[src/rtl/adc_seq_pkg.sv]
// Shared types and sizing for the ADC conversion sequencer.
package adc_seq_pkg;

  typedef enum logic [2:0] {
    IDLE   = 3'd0,
    SETTLE = 3'd1,
    START  = 3'd2,
    WAIT   = 3'd3,
    OUT    = 3'd4
  } state_t;

  localparam int DEF_RESOLUTION   = 8;
  localparam int DEF_MAX_AVG_LOG2 = 4;
  // Holds the sum of 2^MAX_AVG_LOG2 full-scale samples without overflow.
  localparam int ACC_W = DEF_RESOLUTION + DEF_MAX_AVG_LOG2;

  function automatic int acc_width(input int resolution, input int max_avg_log2);
    return resolution + max_avg_log2;
  endfunction

endpackage

[src/rtl/adc_seq_next_ch.sv]
// Masked priority pick: lowest set bit of mask_i strictly above idx_i.
// Driving idx_i with -1 yields the lowest set bit of the whole mask.
module adc_seq_next_ch
  import adc_seq_pkg::*;
#(
  parameter int  NUM_CH = 4,
  localparam int CW     = $clog2(NUM_CH)
) (
  input  logic [NUM_CH-1:0] mask_i,
  input  logic signed [CW:0] idx_i,
  output logic [CW-1:0]     next_o,
  output logic              found_o
);

  always_comb begin
    next_o  = '0;
    found_o = 1'b0;
    for (int k = 0; k < NUM_CH; k++) begin
      if (!found_o && mask_i[k] && (k > int'(idx_i))) begin
        next_o  = CW'(k);
        found_o = 1'b1;
      end
    end
  end

endmodule

[src/rtl/adc_sequencer.sv]
// Steps the analog mux through the enabled channels, averages 2^avg ADC
// conversions per channel and hands out one tagged result per channel.
module adc_sequencer
  import adc_seq_pkg::*;
#(
  parameter int  RESOLUTION     = 8,
  parameter int  NUM_CH         = 4,
  parameter int  MAX_AVG_LOG2   = 4,
  parameter int  SETTLE_CYCLES  = 4,
  parameter int  TIMEOUT_CYCLES = 64,
  localparam int CW             = $clog2(NUM_CH),
  localparam int AW             = $clog2(MAX_AVG_LOG2 + 1)
) (
  input  logic                  clk_i,
  input  logic                  rst_ni,
  input  logic                  enable_i,
  input  logic                  continuous_i,
  input  logic [NUM_CH-1:0]     chan_mask_i,
  input  logic [AW-1:0]         avg_log2_i,
  output logic [CW-1:0]         mux_sel_o,
  output logic                  adc_start_o,
  input  logic                  adc_sample_i,
  input  logic                  adc_rdy_i,
  input  logic [RESOLUTION-1:0] adc_result_i,
  output logic                  res_valid_o,
  input  logic                  res_ready_i,
  output logic [RESOLUTION-1:0] res_data_o,
  output logic [CW-1:0]         res_chan_o,
  output logic                  busy_o,
  output logic                  done_o,
  output logic                  err_o,
  output state_t                state_o
);

  localparam int ACC_BITS = acc_width(RESOLUTION, MAX_AVG_LOG2);
  localparam int CNT_W    = MAX_AVG_LOG2 + 1;
  localparam int SW       = $clog2(SETTLE_CYCLES + 2);
  localparam int TW       = $clog2(TIMEOUT_CYCLES + 1);

  state_t              state_q, state_d;
  logic [CW-1:0]       chan_q, chan_d;
  logic [NUM_CH-1:0]   mask_q, mask_d;
  logic [AW-1:0]       avg_q, avg_d, avg_sat;
  logic [ACC_BITS-1:0] acc_q, acc_d;
  logic [CNT_W-1:0]    cnt_q, cnt_d;
  logic [SW-1:0]       settle_q, settle_d;
  logic [TW-1:0]       tmo_q, tmo_d;
  logic                stop_q, stop_d;
  logic                err_q, err_d;
  logic                done_q, done_d;
  logic                start_q, rdy_q, rdy_rise;
  logic [CW-1:0]       next_ch, first_ch;
  logic                next_found, first_found;
  logic                sample_unused;

  // The sampling phase is not needed for scheduling.
  assign sample_unused = adc_sample_i;
  assign rdy_rise      = adc_rdy_i & ~rdy_q;
  assign avg_sat       = (avg_log2_i > AW'(MAX_AVG_LOG2)) ? AW'(MAX_AVG_LOG2) : avg_log2_i;

  adc_seq_next_ch #(.NUM_CH(NUM_CH)) u_next (
    .mask_i (mask_q),
    .idx_i  ({1'b0, chan_q}),
    .next_o (next_ch),
    .found_o(next_found)
  );

  adc_seq_next_ch #(.NUM_CH(NUM_CH)) u_first (
    .mask_i (chan_mask_i),
    .idx_i  ({(CW + 1){1'b1}}),
    .next_o (first_ch),
    .found_o(first_found)
  );

  always_comb begin
    state_d  = state_q;
    chan_d   = chan_q;
    mask_d   = mask_q;
    avg_d    = avg_q;
    acc_d    = acc_q;
    cnt_d    = cnt_q;
    settle_d = settle_q;
    tmo_d    = tmo_q;
    stop_d   = stop_q;
    err_d    = err_q;
    done_d   = 1'b0;
    case (state_q)
      IDLE: begin
        if (enable_i && first_found) begin
          mask_d   = chan_mask_i;
          avg_d    = avg_sat;
          chan_d   = first_ch;
          err_d    = 1'b0;
          acc_d    = '0;
          cnt_d    = '0;
          settle_d = '0;
          state_d  = SETTLE;
        end
      end
      SETTLE: begin
        if (!enable_i) state_d = IDLE;
        else if (settle_q == SW'(SETTLE_CYCLES)) state_d = START;
        else settle_d = settle_q + SW'(1);
      end
      START: begin
        tmo_d  = '0;
        stop_d = 1'b0;
        state_d = enable_i ? WAIT : IDLE;
      end
      WAIT: begin
        if (!enable_i) stop_d = 1'b1;
        if (rdy_rise) begin
          // A stop lets the conversion finish but throws its sample away.
          if (stop_q || !enable_i) begin
            acc_d   = '0;
            cnt_d   = '0;
            state_d = IDLE;
          end else begin
            acc_d   = acc_q + ACC_BITS'(adc_result_i);
            cnt_d   = cnt_q + CNT_W'(1);
            state_d = (cnt_d == (CNT_W'(1) << avg_q)) ? OUT : START;
          end
        end else if (tmo_q == TW'(TIMEOUT_CYCLES - 1)) begin
          err_d   = 1'b1;
          acc_d   = '0;
          cnt_d   = '0;
          state_d = IDLE;
        end else begin
          tmo_d = tmo_q + TW'(1);
        end
      end
      OUT: begin
        if (res_ready_i) begin
          acc_d    = '0;
          cnt_d    = '0;
          settle_d = '0;
          if (!enable_i) begin
            state_d = IDLE;
          end else if (next_found) begin
            chan_d  = next_ch;
            state_d = SETTLE;
          end else if (continuous_i) begin
            mask_d  = chan_mask_i;
            avg_d   = avg_sat;
            chan_d  = first_ch;
            state_d = first_found ? SETTLE : IDLE;
          end else begin
            done_d  = 1'b1;
            state_d = IDLE;
          end
        end
      end
      default: state_d = IDLE;
    endcase
  end

  always_ff @(posedge clk_i or negedge rst_ni) begin
    if (!rst_ni) begin
      state_q  <= IDLE;
      chan_q   <= '0;
      mask_q   <= '0;
      avg_q    <= '0;
      acc_q    <= '0;
      cnt_q    <= '0;
      settle_q <= '0;
      tmo_q    <= '0;
      stop_q   <= 1'b0;
      err_q    <= 1'b0;
      done_q   <= 1'b0;
      start_q  <= 1'b0;
      rdy_q    <= 1'b0;
    end else begin
      state_q  <= state_d;
      chan_q   <= chan_d;
      mask_q   <= mask_d;
      avg_q    <= avg_d;
      acc_q    <= acc_d;
      cnt_q    <= cnt_d;
      settle_q <= settle_d;
      tmo_q    <= tmo_d;
      stop_q   <= stop_d;
      err_q    <= err_d;
      done_q   <= done_d;
      start_q  <= (state_d == START);
      rdy_q    <= adc_rdy_i;
    end
  end

  // Result handshake: res_valid_o rises on entering OUT and data/tag hold
  // until res_ready_i is high at a rising edge, where the transfer happens.
  assign res_valid_o = (state_q == OUT);
  assign res_data_o  = RESOLUTION'(acc_q >> avg_q);
  assign res_chan_o  = chan_q;
  assign mux_sel_o   = chan_q;
  assign adc_start_o = start_q;
  assign busy_o      = (state_q != IDLE);
  assign done_o      = done_q;
  assign err_o       = err_q;
  assign state_o     = state_q;

endmodule

[config.mk]
export PLATFORM = sky130hd
export DESIGN_NAME = adc_sequencer
export DESIGN_NICKNAME = d
export VERILOG_FILES = /design/src/rtl/adc_seq_pkg.sv /design/src/rtl/adc_seq_next_ch.sv /design/src/rtl/adc_sequencer.sv
export SDC_FILE = /design/constraint.sdc
export NUM_CORES = 1
export LEC_CHECK = 0
export ABC_AREA = 0
export CAP_MARGIN = 25
export CORE_MARGIN = 5
export CORE_UTILIZATION = 25
export CTS_CLUSTER_DIAMETER = 100
export CTS_CLUSTER_SIZE = 12
export DETAILED_ROUTE_END_ITERATION = 7
export HOLD_SLACK_MARGIN = 0.15
export PLACE_DENSITY = 0.46
export SYNTH_ARGS = -nofsm -noshare
export SYNTH_HDL_FRONTEND = slang
export SYNTH_SLANG_ARGS = --single-unit
[constraint.sdc]
create_clock -name clk_i -period 4.1 [get_ports clk_i]
set_input_delay 1.025 -clock clk_i [delete_from_list [all_inputs] [get_ports clk_i]]
set_output_delay 1.025 -clock clk_i [all_outputs]
set_load 0.005 [all_outputs]
Word-level counts from Yosys, hierarchy flattened
Index checks and enable logic that the tools add are counted.
- input port bits: 22
- output and inout port bits: 20
- bits in registers: 44
- magnitude comparators: 5
- shift operators: 2
- muxes and demuxes: 78
- reductions and logical operators: 33
- add/subtract/negate cells: 4
- equal/unequal tests: 21
- bitwise operators: 2
- operator list (kind ; count):
    two-way mux 12 bit ; 5
    two-way mux 3 bit ; 18
    one-hot mux 12 bit (3 select lines) ; 1
    two-way mux 5 bit ; 5
    two-way mux 1 bit ; 23
    two-way mux 2 bit ; 10
    two-way mux 4 bit ; 5
    != test 2 bit, second input constant ; 10
    one-hot mux 3 bit (5 select lines) ; 1
    one-hot mux 5 bit (3 select lines) ; 1
    two-way mux 7 bit ; 2
    one-hot mux 7 bit (2 select lines) ; 1
    adder 12 x 8 -> 12 bit ; 1
    right shift 12 x 3 -> 8 bit ; 1
    logical AND 1 bit ; 11
    AND reduction 5 bit ; 2
    == test 3 x 2 -> 1 bit, second input constant ; 3
    one-hot mux 3 bit (3 select lines) ; 1
    nonzero test 3 bit ; 3
    one-hot mux 4 bit (2 select lines) ; 1
    AND reduction 4 bit ; 2
    adder 7 x 1 -> 7 bit, second input constant ; 1
    == test 7 x 6 -> 1 bit, second input constant ; 1
    zero test 1 bit ; 7
    23 further kinds ; 29

Depth between registers and ports, before layout
Gate-level depths: netlist of the first run.
- depth after elaboration: 20
- mapped depth: 7
- depth with buffers taken out: 7

Modules after synthesis
From an unflattened synthesis of the first run, not the netlist that was laid out.
- cells, all modules: 357
- area, all modules: 3221.8 um^2
- modules (own cells, without submodules) (module ; sequential area each (um^2) ; cells an instance ; area each (um^2) ; times used):
    adc_sequencer ; 1101.1 ; 317 ; 2954.1 ; 1
    adc_seq_next_ch ; 0.0 ; 20 ; 133.9 ; 2

Worst setup path after synthesis of the first run
Ideal clock, no wire load.
- path kind: input-to-reg
- start: input port adc_result_i[0]
- end: register acc_q[10]
- required time: 3.976 ns
- stages: 7
- data arrival time: 2.709 ns
- slack: 1.267 ns
- setup time: 0.124 ns
- path through: ha_1 > fa_1 > a21oi_1 > o211ai_1 > a2111oi_2 > nor3_1 > a211o_1
- longest elaborated chain between the ends: 4
- RTL lines (item ; RTL line ; RTL):
    from (decl) ; adc_sequencer.sv:24 ; input logic [RESOLUTION-1:0] adc_result_i,
    adder 12 x 8 -> 12 bit ; adc_sequencer.sv:119 ; acc_d = acc_q + ACC_BITS'(adc_result_i);
    two-way mux 12 bit ; adc_sequencer.sv:114 ; if (stop_q || !enable_i) begin
    two-way mux 12 bit ; adc_sequencer.sv:112 ; if (rdy_rise) begin
    one-hot mux 12 bit (3 select lines) ; adc_sequencer.sv:87 ; case (state_q)
    to (signal assigned) ; adc_sequencer.sv:163 ; acc_q <= '0;
    to (signal assigned) ; adc_sequencer.sv:177 ; acc_q <= acc_d;
    to (decl) ; adc_sequencer.sv:44 ; logic [ACC_BITS-1:0] acc_q, acc_d;
No other way between the ends.
A chain may end at the register's enable or synchronous reset.

Worst setup path after layout of the first run
- start: register avg_q[1]
- end: output port res_data_o[6]
- longest elaborated chain between the ends: 1
- RTL lines (item ; RTL line ; RTL):
    from (decl) ; adc_sequencer.sv:43 ; logic [AW-1:0] avg_q, avg_d, avg_sat;
    from (signal assigned) ; adc_sequencer.sv:176 ; avg_q <= avg_d;
    right shift 12 x 3 -> 8 bit ; adc_sequencer.sv:192 ; assign res_data_o = RESOLUTION'(acc_q >> avg_q);
    to (decl) ; adc_sequencer.sv:27 ; output logic [RESOLUTION-1:0] res_data_o,
No other way between the ends.

==> metrics.txt, run 1 <==
Vias per Instance=4.960; post-synthesis mux area share=0.09005; Max-slew headroom=0.5020; YS warnings=0; WP data required=3.07 ns; # diodes=0; accumulated negative setup slack=0 ns; arrival time worst endpoint=2.52 ns; CP endpoint=res_data_o[6]; Leak Pwr=0.001544 uW; height of the die=120.3 microns; Setup CP Type=reg2out; highest net fanout along the worst path=18; Post-synth EDFFs=0; Die X=120.3 microns; area of the multi-input gates=1837 sq um; # Post-CTS Setup Buffers=0; simple-gate share of the synthesized area=0.2118; PortBufs=40; H-tree depth=2; Placed Cells=511; synth unique cells=63; Post-Syn Area per Cell=9.056 sq um; post-route cell area=3745 sq um; critical path launch point=avg_q[1]; Slowest cell on crit path=dfrtp_1; Synth Area in Compound Gates=0.2113; area grow syn2layout=23.07%; DRT Pass-1 Iters=4; post-layout util=0.3131; global route overflow=0; Yosys top cell by area=dfrtp_1; largest cells by area after synthesis=dfrtp_1 35%, ha_1 4.9%, mux2i_1 4.9%; initial antenna violation count=0; Reg area=1076 sq um; total wire length=7.671 mm; WP depth=4; reg2reg start=acc_q[0]; cts hold-fix bufs=0; Pins Over Slew Limit=0; status=finished, final reports clean; Filler cells=1236; clk buf depth=2; # DRC=0; Slew @ Worst Pin=0.7470 ns; Crit. End Element=primary output; Fmax=282.1 MHz; RSZ-0062 raised after global routing=false; Setup-failing EPs final=0; CTS root buf=clkbuf_16; Post-Syn Nets=371; largest family of logic cells by synthesized area=simple AND/OR/NAND/NOR gates; adder-cell area share of the yosys netlist=0.05592; Final GP Congestion=0.8111; row cnt=40; drt initial violations=71; minimum clock period=3.545 ns; Startpoint Class=register; Synth Area in XOR/XNOR=0.03454; post-route insts no fill=519; Total GRT Usage=0.1115; Routed Antenna Nets=0; final net count=406; CTS tree=yes; # clock sinks=43; worst reg-to-reg setup slack=1.70 ns; Post-DP HPWL=5.605 mm; io pins=42; crit-path cells=clkinv_1 -> mux2_2 -> o22ai_1 -> clkdlybuf4s50_1; Post-Synthesis Cells=336; area of placed instances=3572 sq um; Reg clk slew, reported paths=0.06 ns; count leader, synth=dfrtp_1; number of buffers and inverters on the critical path=2; synthesized area=3043 sq um; worst r2r dst=acc_q[10]; Synth Flop Type=dfrtp_1; Max Cap Viol=0; first-pass GRT wire length=13.14 mm; CORE AREA=11960 sq um; Worst Skew=0.004939 ns; Starting Density=0.2544; Clock Latency Late Sink=0.29 ns; worst stage delay on the critical path=0.70 ns; Die ar.=14480 sq um; Hold Path Class=reg2reg; Post-synth top cells=43 x dfrtp_1, 34 x nor2_1, 28 x nand2_1; post-synth top area share=0.3536; Power Total=1877 uW; wire per inst=14.78 microns; Power Dens Cells=501.2 nW/um^2; ys async rst share=1.000; CTS Buf Count=5; Via Count=2574; # resized after CTS=0; Worst Reg-to-Reg Cells=7; Tcrit/Tclk final=0.8647; vias in the first global route=2620; final hold vios=0; post-synthesis register bit count=43; sequential fraction of the synthesis area=0.3536; maximum vdd drop=0.2302 mV; share of layout cells above drive strength 1=0.1022; pin count of the biggest net entering global routing=34; crit-path leading delay family=buffers and inverters
==> worst min-delay path by stage <==
stage                  start  endpoint  slack [ns]  cells after the start
finish              cnt_q[4]  cnt_q[4]        0.51                      2
floorplan           tmo_q[0]  tmo_q[0]        0.47                      1
CTS                 tmo_q[0]  tmo_q[0]        0.52                      1
global route        tmo_q[0]  tmo_q[0]        0.55                      1
detailed placement  cnt_q[4]  cnt_q[4]        0.50                      2
global placement      stop_q    stop_q        0.49                      2
==> power by group <==
group,internal [uW],switching (uW),leakage (uW)
Sequential,503,184,0.000575
Clock,291,184,0.0000844
Combinational,372,342,0.000885
Total,1170,711,0.00154
==> stage by stage <==
step / setup WS [ns] / hold slack, ns
2_1_floorplan: 1.267 / 0.4679
3_3_place_gp: 0.6720 / 0.4877
3_5_place_dp: 0.6307 / 0.5023
4_1_cts: 0.5960 / 0.5157
5_1_grt: 0.4216 / 0.5459
6_report: 0.5549 / 0.5105
==> worst min-delay path: cells and delay by family (launching register included) <==
| family | cells | cell delay, ns |
|---|---|---|
| simple gates | 1 | 0.05 |
| compound gates | 1 | 0.07 |
| flops | 1 | 0.36 |
==> kinds of logic after synthesis <==
| family | Yosys count |
|---|---|
| AND/OR/NAND/NOR | 122 |
| multiplexers | 26 |
| flip-flops | 43 |
| XOR/XNOR | 12 |
| adder cells (fa/ha/maj) | 13 |
| buffers and inverters | 28 |
| AO/OA/AOI/OAI | 92 |
==> metal layers <==
metal  part of all wire  GRT usage  vias up
met2               0.47     0.1851       43
met1               0.48     0.1468     1226
li1                   -          -     1297
met5                  0          0        -
met3              0.033    0.02385        8
met4              0.012    0.03116        0
==> state kept, by name, summed over array words and instances, names as in the netlist <==
name and cells:
acc_q 12, adc_start_o 1, err_o 1, done_o 1
avg_q 3, settle_q 3, state_o 3, cnt_q 5
mask_q 3, stop_q 1, rdy_q 1, mux_sel_o 2
tmo_q 7
==> cell usage in the layout (no fill, tap or decap), drive strengths merged, types with 2 or more instances in the layout <==
cell / n
nor4: 5
o21a: 2
or4: 2
buf: 3
mux2: 11
xor2: 5
clkbuf: 5
mux2i: 15
a211oi: 6
nor2: 34
a2111oi: 2
nor3: 10
o22ai: 2
and2: 2
a21o: 2
dfrtp: 43
nand3: 12
o2111ai: 2
o21ai: 31
or2: 2
o32ai: 2
or3: 2
ha: 12
nand2b: 6
a21oi: 21
and3: 3
clkdlybuf4s50: 39
a31oi: 2
nand2: 28
nor4b: 2
clkinv: 2
a22o: 3
inv: 14
xnor2: 7
nor2b: 8
o211ai: 7
o31ai: 5
==> area by class of cell <==
class / count / share of cell area
Sequential cell: 43 / 0.2873
Clock buffer: 5 / 0.03341
Clock inverter: 3 / 0.01270
Multi-Input combinational cell: 265 / 0.4905
Timing Repair Buffer: 42 / 0.1129
Inverter: 14 / 0.01403
Tap cell: 147 / 0.04911
No activity file was read; power rests on OpenSTA's default activity.
==> inputs of run 2 (changes only) <==
--- a/config.mk
+++ b/config.mk
@@ -14,6 +14,7 @@
 export DETAILED_ROUTE_END_ITERATION = 7
 export HOLD_SLACK_MARGIN = 0.15
 export PLACE_DENSITY = 0.46
+export SLEW_MARGIN = 20
 export SYNTH_ARGS = -nofsm -noshare
 export SYNTH_HDL_FRONTEND = slang
 export SYNTH_SLANG_ARGS = --single-unit
==> metrics.txt, run 2 (synthesis gave the netlist of run 1 again) <==
post-route cell area=3745 sq um (unchanged); worst hold stages=1 (was 2); Starting Density=0.2544 (unchanged); worst stage delay on the critical path=0.68 ns (was 0.70 ns); area grow syn2layout=23.07% (unchanged); Vias per Instance=4.931 (was 4.960); vias in the first global route=2660 (was 2620); number of buffers and inverters on the critical path=2 (unchanged); clk buf depth=2 (unchanged); wire per inst=14.54 microns (was 14.78 microns); Final GP Congestion=0.8111 (unchanged); Die X=120.3 microns (unchanged); Pins Over Slew Limit=0 (unchanged); DRT Pass-1 Iters=4 (unchanged); crit-path cells=clkinv_1 -> mux2_2 -> o22ai_1 -> clkdlybuf4s50_1 (unchanged); # clock sinks=43 (unchanged); final hold vios=0 (unchanged); pin count of the biggest net entering global routing=26 (was 34); total wire length=7.548 mm (was 7.671 mm); initial antenna violation count=0 (unchanged); Via Count=2559 (was 2574); RSZ-0062 raised after global routing=false (unchanged); arrival time worst endpoint=2.49 ns (was 2.52 ns); max reg flops=12 (unchanged); # resized after CTS=0 (unchanged); PortBufs=40 (unchanged); global route overflow=0 (unchanged); accumulated negative setup slack=0 ns (unchanged); CTS tree=yes (unchanged); commonest non-fill, non-tap cell in the layout=dfrtp_1 (unchanged); Largest regs=acc_q x12, tmo_q x7, cnt_q x5 (unchanged); final net count=406 (unchanged); Power Total=1863 uW (was 1877 uW); CORE AREA=11960 sq um (unchanged); highest net fanout along the worst path=18 (unchanged); crit-path leading delay family=buffers and inverters (unchanged); drt initial violations=100 (was 71); Total GRT Usage=0.1102 (was 0.1115); Slew @ Worst Pin=0.7327 ns (was 0.7470 ns); Top reg by flops=acc_q (unchanged); Slowest cell on crit path=dfrtp_1 (unchanged); first-pass GRT wire length=13.12 mm (was 13.14 mm); area of placed instances=3572 sq um (unchanged); Crit. End Element=primary output (unchanged); Fmax=284.5 MHz (was 282.1 MHz); row cnt=40 (unchanged); Worst Skew=0.005605 ns (was 0.004939 ns); WP data required=3.07 ns (about the same); commonest cells after routing, fill and taps aside=43 x dfrtp_1, 39 x clkdlybuf4s50_1, 34 x nor2_1, 28 x nand2_1, 23 x o21ai_0 (unchanged); Clock Latency Late Sink=0.29 ns (about the same); Startpoint Class=register (unchanged); H-tree depth=2 (unchanged); status=finished, final reports clean (unchanged); # diodes=0 (unchanged); Post-DP HPWL=5.693 mm (was 5.605 mm); Hold Path Class=reg2reg (unchanged); share of layout cells above drive strength 1=0.1022 (unchanged); Reg clk slew, reported paths=0.06 ns (about the same); Max-slew headroom=0.5115 (was 0.5020); maximum vdd drop=0.2012 mV (was 0.2302 mV); Worst Reg-to-Reg Cells=7 (unchanged); # DRC=0 (unchanged); minimum clock period=3.515 ns (was 3.545 ns); Tcrit/Tclk final=0.8573 (was 0.8647); Filler cells=1265 (was 1236); CTS Buf Count=5 (unchanged); Setup CP Type=reg2out (unchanged); cts hold-fix bufs=0 (unchanged); WP depth=4 (unchanged); Power Dens Cells=497.6 nW/um^2 (was 501.2 nW/um^2); Setup-failing EPs final=0 (unchanged); Leak Pwr=0.001544 uW (unchanged); CTS root buf=clkbuf_16 (unchanged); height of the die=120.3 microns (unchanged); Die ar.=14480 sq um (unchanged); io pins=42 (unchanged); Max Cap Viol=0 (unchanged); Routed Antenna Nets=0 (unchanged); # Post-CTS Setup Buffers=0 (unchanged)
[run 2: final timing paths]
kind	from	endpoint	slack, ns
setup reg to reg	acc_q[0]	acc_q[10]	1.74
max in group asynchronous	rst_ni	stop_q	2.87
hold reg to reg	tmo_q[0]	tmo_q[0]	0.51
setup / recovery	avg_q[1]	res_data_o[6]	0.58
hold / removal	tmo_q[0]	tmo_q[0]	0.51
min in group asynchronous	rst_ni	acc_q[3]	0.70
[run 2: area by class of cell]
class / instances / area [sq um] / area share
multi-input combinational: 265 / 1837 / 0.4905
sequential: 43 / 1076 / 0.2873
timing repair buffer: 42 / 422.9 / 0.1129
tap: 147 / 183.9 / 0.04911
clock buffer: 5 / 125.1 / 0.03341
inverter: 14 / 52.55 / 0.01403
clock inverter: 3 / 47.55 / 0.01270
[run 2: power breakdown]
part,leakage [uW],total (uW),switching (uW),internal [uW]
clock,0.0000844,469,178,291
combinational,0.000885,710,338,372
sequential,0.000575,685,181,503
[run 2: layer usage]
metal | part of all wire | wire (microns) | vias to the layer above | GRT usage
met5 | 0 | 0 | - | 0
met4 | 0.0090 | 68 | 0 | 0.02550
met3 | 0.039 | 296 | 4 | 0.02760
met2 | 0.48 | 3629 | 36 | 0.1869
met1 | 0.47 | 3554 | 1230 | 0.1417
li1 | - | - | 1289 | -
[run 2: metrics by stage]
step	worst slack (ns)	hold WS, ns	instances	util
3_3_place_gp	0.6720	0.4877	510	0.2970
4_1_cts	0.5823	0.5152	519	0.3131
6_report	0.5850	0.5096	519	0.3131
3_5_place_dp	0.6618	0.4997	511	0.2986
2_1_floorplan	1.267	0.4679	336	-
5_1_grt	0.4273	0.5457	519	0.3131
==> inputs of run 3 (changes only) <==
--- a/config.mk
+++ b/config.mk
@@ -8,12 +8,12 @@
 export ABC_AREA = 0
 export CAP_MARGIN = 25
 export CORE_MARGIN = 5
-export CORE_UTILIZATION = 25
+export CORE_UTILIZATION = 50
 export CTS_CLUSTER_DIAMETER = 100
 export CTS_CLUSTER_SIZE = 12
 export DETAILED_ROUTE_END_ITERATION = 7
 export HOLD_SLACK_MARGIN = 0.15
-export PLACE_DENSITY = 0.46
+export PLACE_DENSITY = 0.77
 export SLEW_MARGIN = 20
 export SYNTH_ARGS = -nofsm -noshare
 export SYNTH_HDL_FRONTEND = slang
==> metrics.txt, run 3 (synthesis gave the netlist of run 1 again) <==
CP endpoint=res_data_o[4] (was res_data_o[6]); Top reg by flops=acc_q (unchanged); H-tree depth=2 (unchanged); CTS Buf Count=5 (unchanged); post-route cell area=3575 sq um (was 3745 sq um); # diodes=0 (unchanged); area of the multi-input gates=1837 sq um (unchanged); # resized after CTS=0 (unchanged); Power Dens Cells=485.5 nW/um^2 (was 497.6 nW/um^2); accumulated negative setup slack=0 ns (unchanged); max reg flops=12 (unchanged); Reg clk slew, reported paths=0.08 ns (was 0.06 ns); area of placed instances=3455 sq um (was 3572 sq um); status=finished, final reports clean (unchanged); critical path launch point=avg_q[0] (was avg_q[1]); # DRC=0 (unchanged); pin count of the biggest net entering global routing=44 (was 26); Crit. End Element=primary output (unchanged); Die ar.=7746 sq um (was 14480 sq um); io pins=42 (unchanged); Tcrit/Tclk final=0.8415 (was 0.8573); final hold vios=0 (unchanged); Largest regs=acc_q x12, tmo_q x7, cnt_q x5 (unchanged); CORE AREA=5921 sq um (was 11960 sq um); global route overflow=0 (unchanged); reg2reg start=acc_q[0] (unchanged); highest net fanout along the worst path=18 (unchanged); Pins Over Slew Limit=0 (unchanged); Setup-failing EPs final=0 (unchanged); first-pass GRT wire length=11.47 mm (was 13.12 mm); commonest non-fill, non-tap cell in the layout=dfrtp_1 (unchanged); CTS tree=yes (unchanged); Filler cells=519 (was 1265); Vias per Instance=5.730 (was 4.931); Worst Skew=0.005595 ns (was 0.005605 ns); Total GRT Usage=0.1875 (was 0.1102); Clock Latency Late Sink=0.30 ns (was 0.29 ns); cts hold-fix bufs=0 (unchanged); initial antenna violation count=0 (unchanged); # Post-CTS Setup Buffers=0 (unchanged); Die X=88.01 microns (was 120.3 microns); Via Count=2550 (was 2559); Max Cap Viol=0 (unchanged); row cnt=28 (was 40); worst r2r dst=acc_q[10] (unchanged); worst stage delay on the critical path=0.80 ns (was 0.68 ns); Routed Antenna Nets=0 (unchanged); Slew @ Worst Pin=0.7555 ns (was 0.7327 ns); drt initial violations=114 (was 100); worst reg-to-reg setup slack=1.67 ns (was 1.74 ns); share of layout cells above drive strength 1=0.09730 (was 0.1022); arrival time worst endpoint=2.42 ns (was 2.49 ns); DRT Pass-1 Iters=4 (unchanged); # clock sinks=43 (unchanged); Reg area=1076 sq um (unchanged); Post-DP HPWL=4.939 mm (was 5.693 mm); post-layout util=0.6038 (was 0.3131); wire per inst=15.21 microns (was 14.54 microns); RSZ-0062 raised after global routing=false (unchanged); Power Total=1736 uW (was 1863 uW); PortBufs=40 (unchanged); Leak Pwr=0.001508 uW (was 0.001544 uW); Startpoint Class=register (unchanged); final net count=404 (was 406); Setup CP Type=reg2out (unchanged); minimum clock period=3.450 ns (was 3.515 ns); commonest cells after routing, fill and taps aside=43 x dfrtp_1, 39 x clkdlybuf4s50_1, 34 x nor2_1, 28 x nand2_1, 23 x o21ai_0 (unchanged); clk buf depth=2 (unchanged); crit-path cells=mux2_2 -> o21ai_0 -> mux2i_1 -> clkdlybuf4s50_1 (was clkinv_1 -> mux2_2 -> o22ai_1 -> clkdlybuf4s50_1); Hold Path Class=reg2reg (unchanged); Slowest cell on crit path=dfrtp_1 (unchanged); vias in the first global route=2430 (was 2660); Starting Density=0.5139 (was 0.2544); Max-slew headroom=0.4964 (was 0.5115); Final GP Congestion=0.8444 (was 0.8111); WP data required=3.07 ns (about the same); area grow syn2layout=17.48% (was 23.07%); height of the die=88.01 microns (was 120.3 microns); maximum vdd drop=0.3052 mV (was 0.2012 mV); Worst Reg-to-Reg Cells=7 (unchanged); total wire length=6.768 mm (was 7.548 mm); Fmax=289.9 MHz (was 284.5 MHz); CTS root buf=clkbuf_8 (was clkbuf_16)
run 3: cell types whose count changed in the layout (fill, tap and decap cells not counted):
cell,change
clkinv_2,+1
buf_12,-1
buf_2,-1
clkbuf_16,-5
inv_6,-1
clkbuf_8,+6
clkinv_4,-1
run 3: worst min path at each step:
stage              from  endpoint  cells past startpoint
4_1_cts        tmo_q[0]  tmo_q[0]                      1
3_3_place_gp     stop_q    stop_q                      2
6_report       tmo_q[0]  tmo_q[0]                      1
3_5_place_dp     stop_q    stop_q                      2
5_1_grt        tmo_q[0]  tmo_q[0]                      1
2_1_floorplan  tmo_q[0]  tmo_q[0]                      1
run 3: cell type report:
class                      instances  share of cell area
multi-input combinational        265              0.5138
sequential                        43              0.3010
timing repair buffer              40              0.1113
tap                               75             0.02625
clock buffer                       6             0.02310
inverter                          14             0.01470
clock inverter                     2            0.009800
run 3: metrics by stage:
stage / cells / hold WS [ns] / setup slack, ns
2_1_floorplan: 336 / 0.4679 / 1.267
3_3_place_gp: 437 / 0.4865 / 0.6742
3_5_place_dp: 437 / 0.4979 / 0.6118
4_1_cts: 445 / 0.5148 / 0.6560
5_1_grt: 445 / 0.5364 / 0.4688
6_report: 445 / 0.5087 / 0.6500
run 3: metal layers:
| layer | GRT usage | part of all wire | vias to the layer above |
|---|---|---|---|
| met3 | 0.04233 | 0.043 | 2 |
| li1 | - | - | 1292 |
| met2 | 0.3151 | 0.49 | 45 |
| met4 | 0.03022 | 0.0030 | 0 |
| met5 | 0 | 0 | - |
| met1 | 0.2531 | 0.47 | 1211 |
run 3: power breakdown:
part / switching, uW / total [uW] / internal (uW)
sequential: 178 / 680 / 503
clock: 151 / 348 / 197
combinational: 338 / 707 / 370
total: 666 / 1740 / 1070
run 3: critical path, delay by kind of cell (launching register included):
family	cells	cell delay, ns
DFF	1	0.80
AOI/OAI and AO/OA	1	0.26
buffers and inverters	1	0.48
muxes	2	0.58
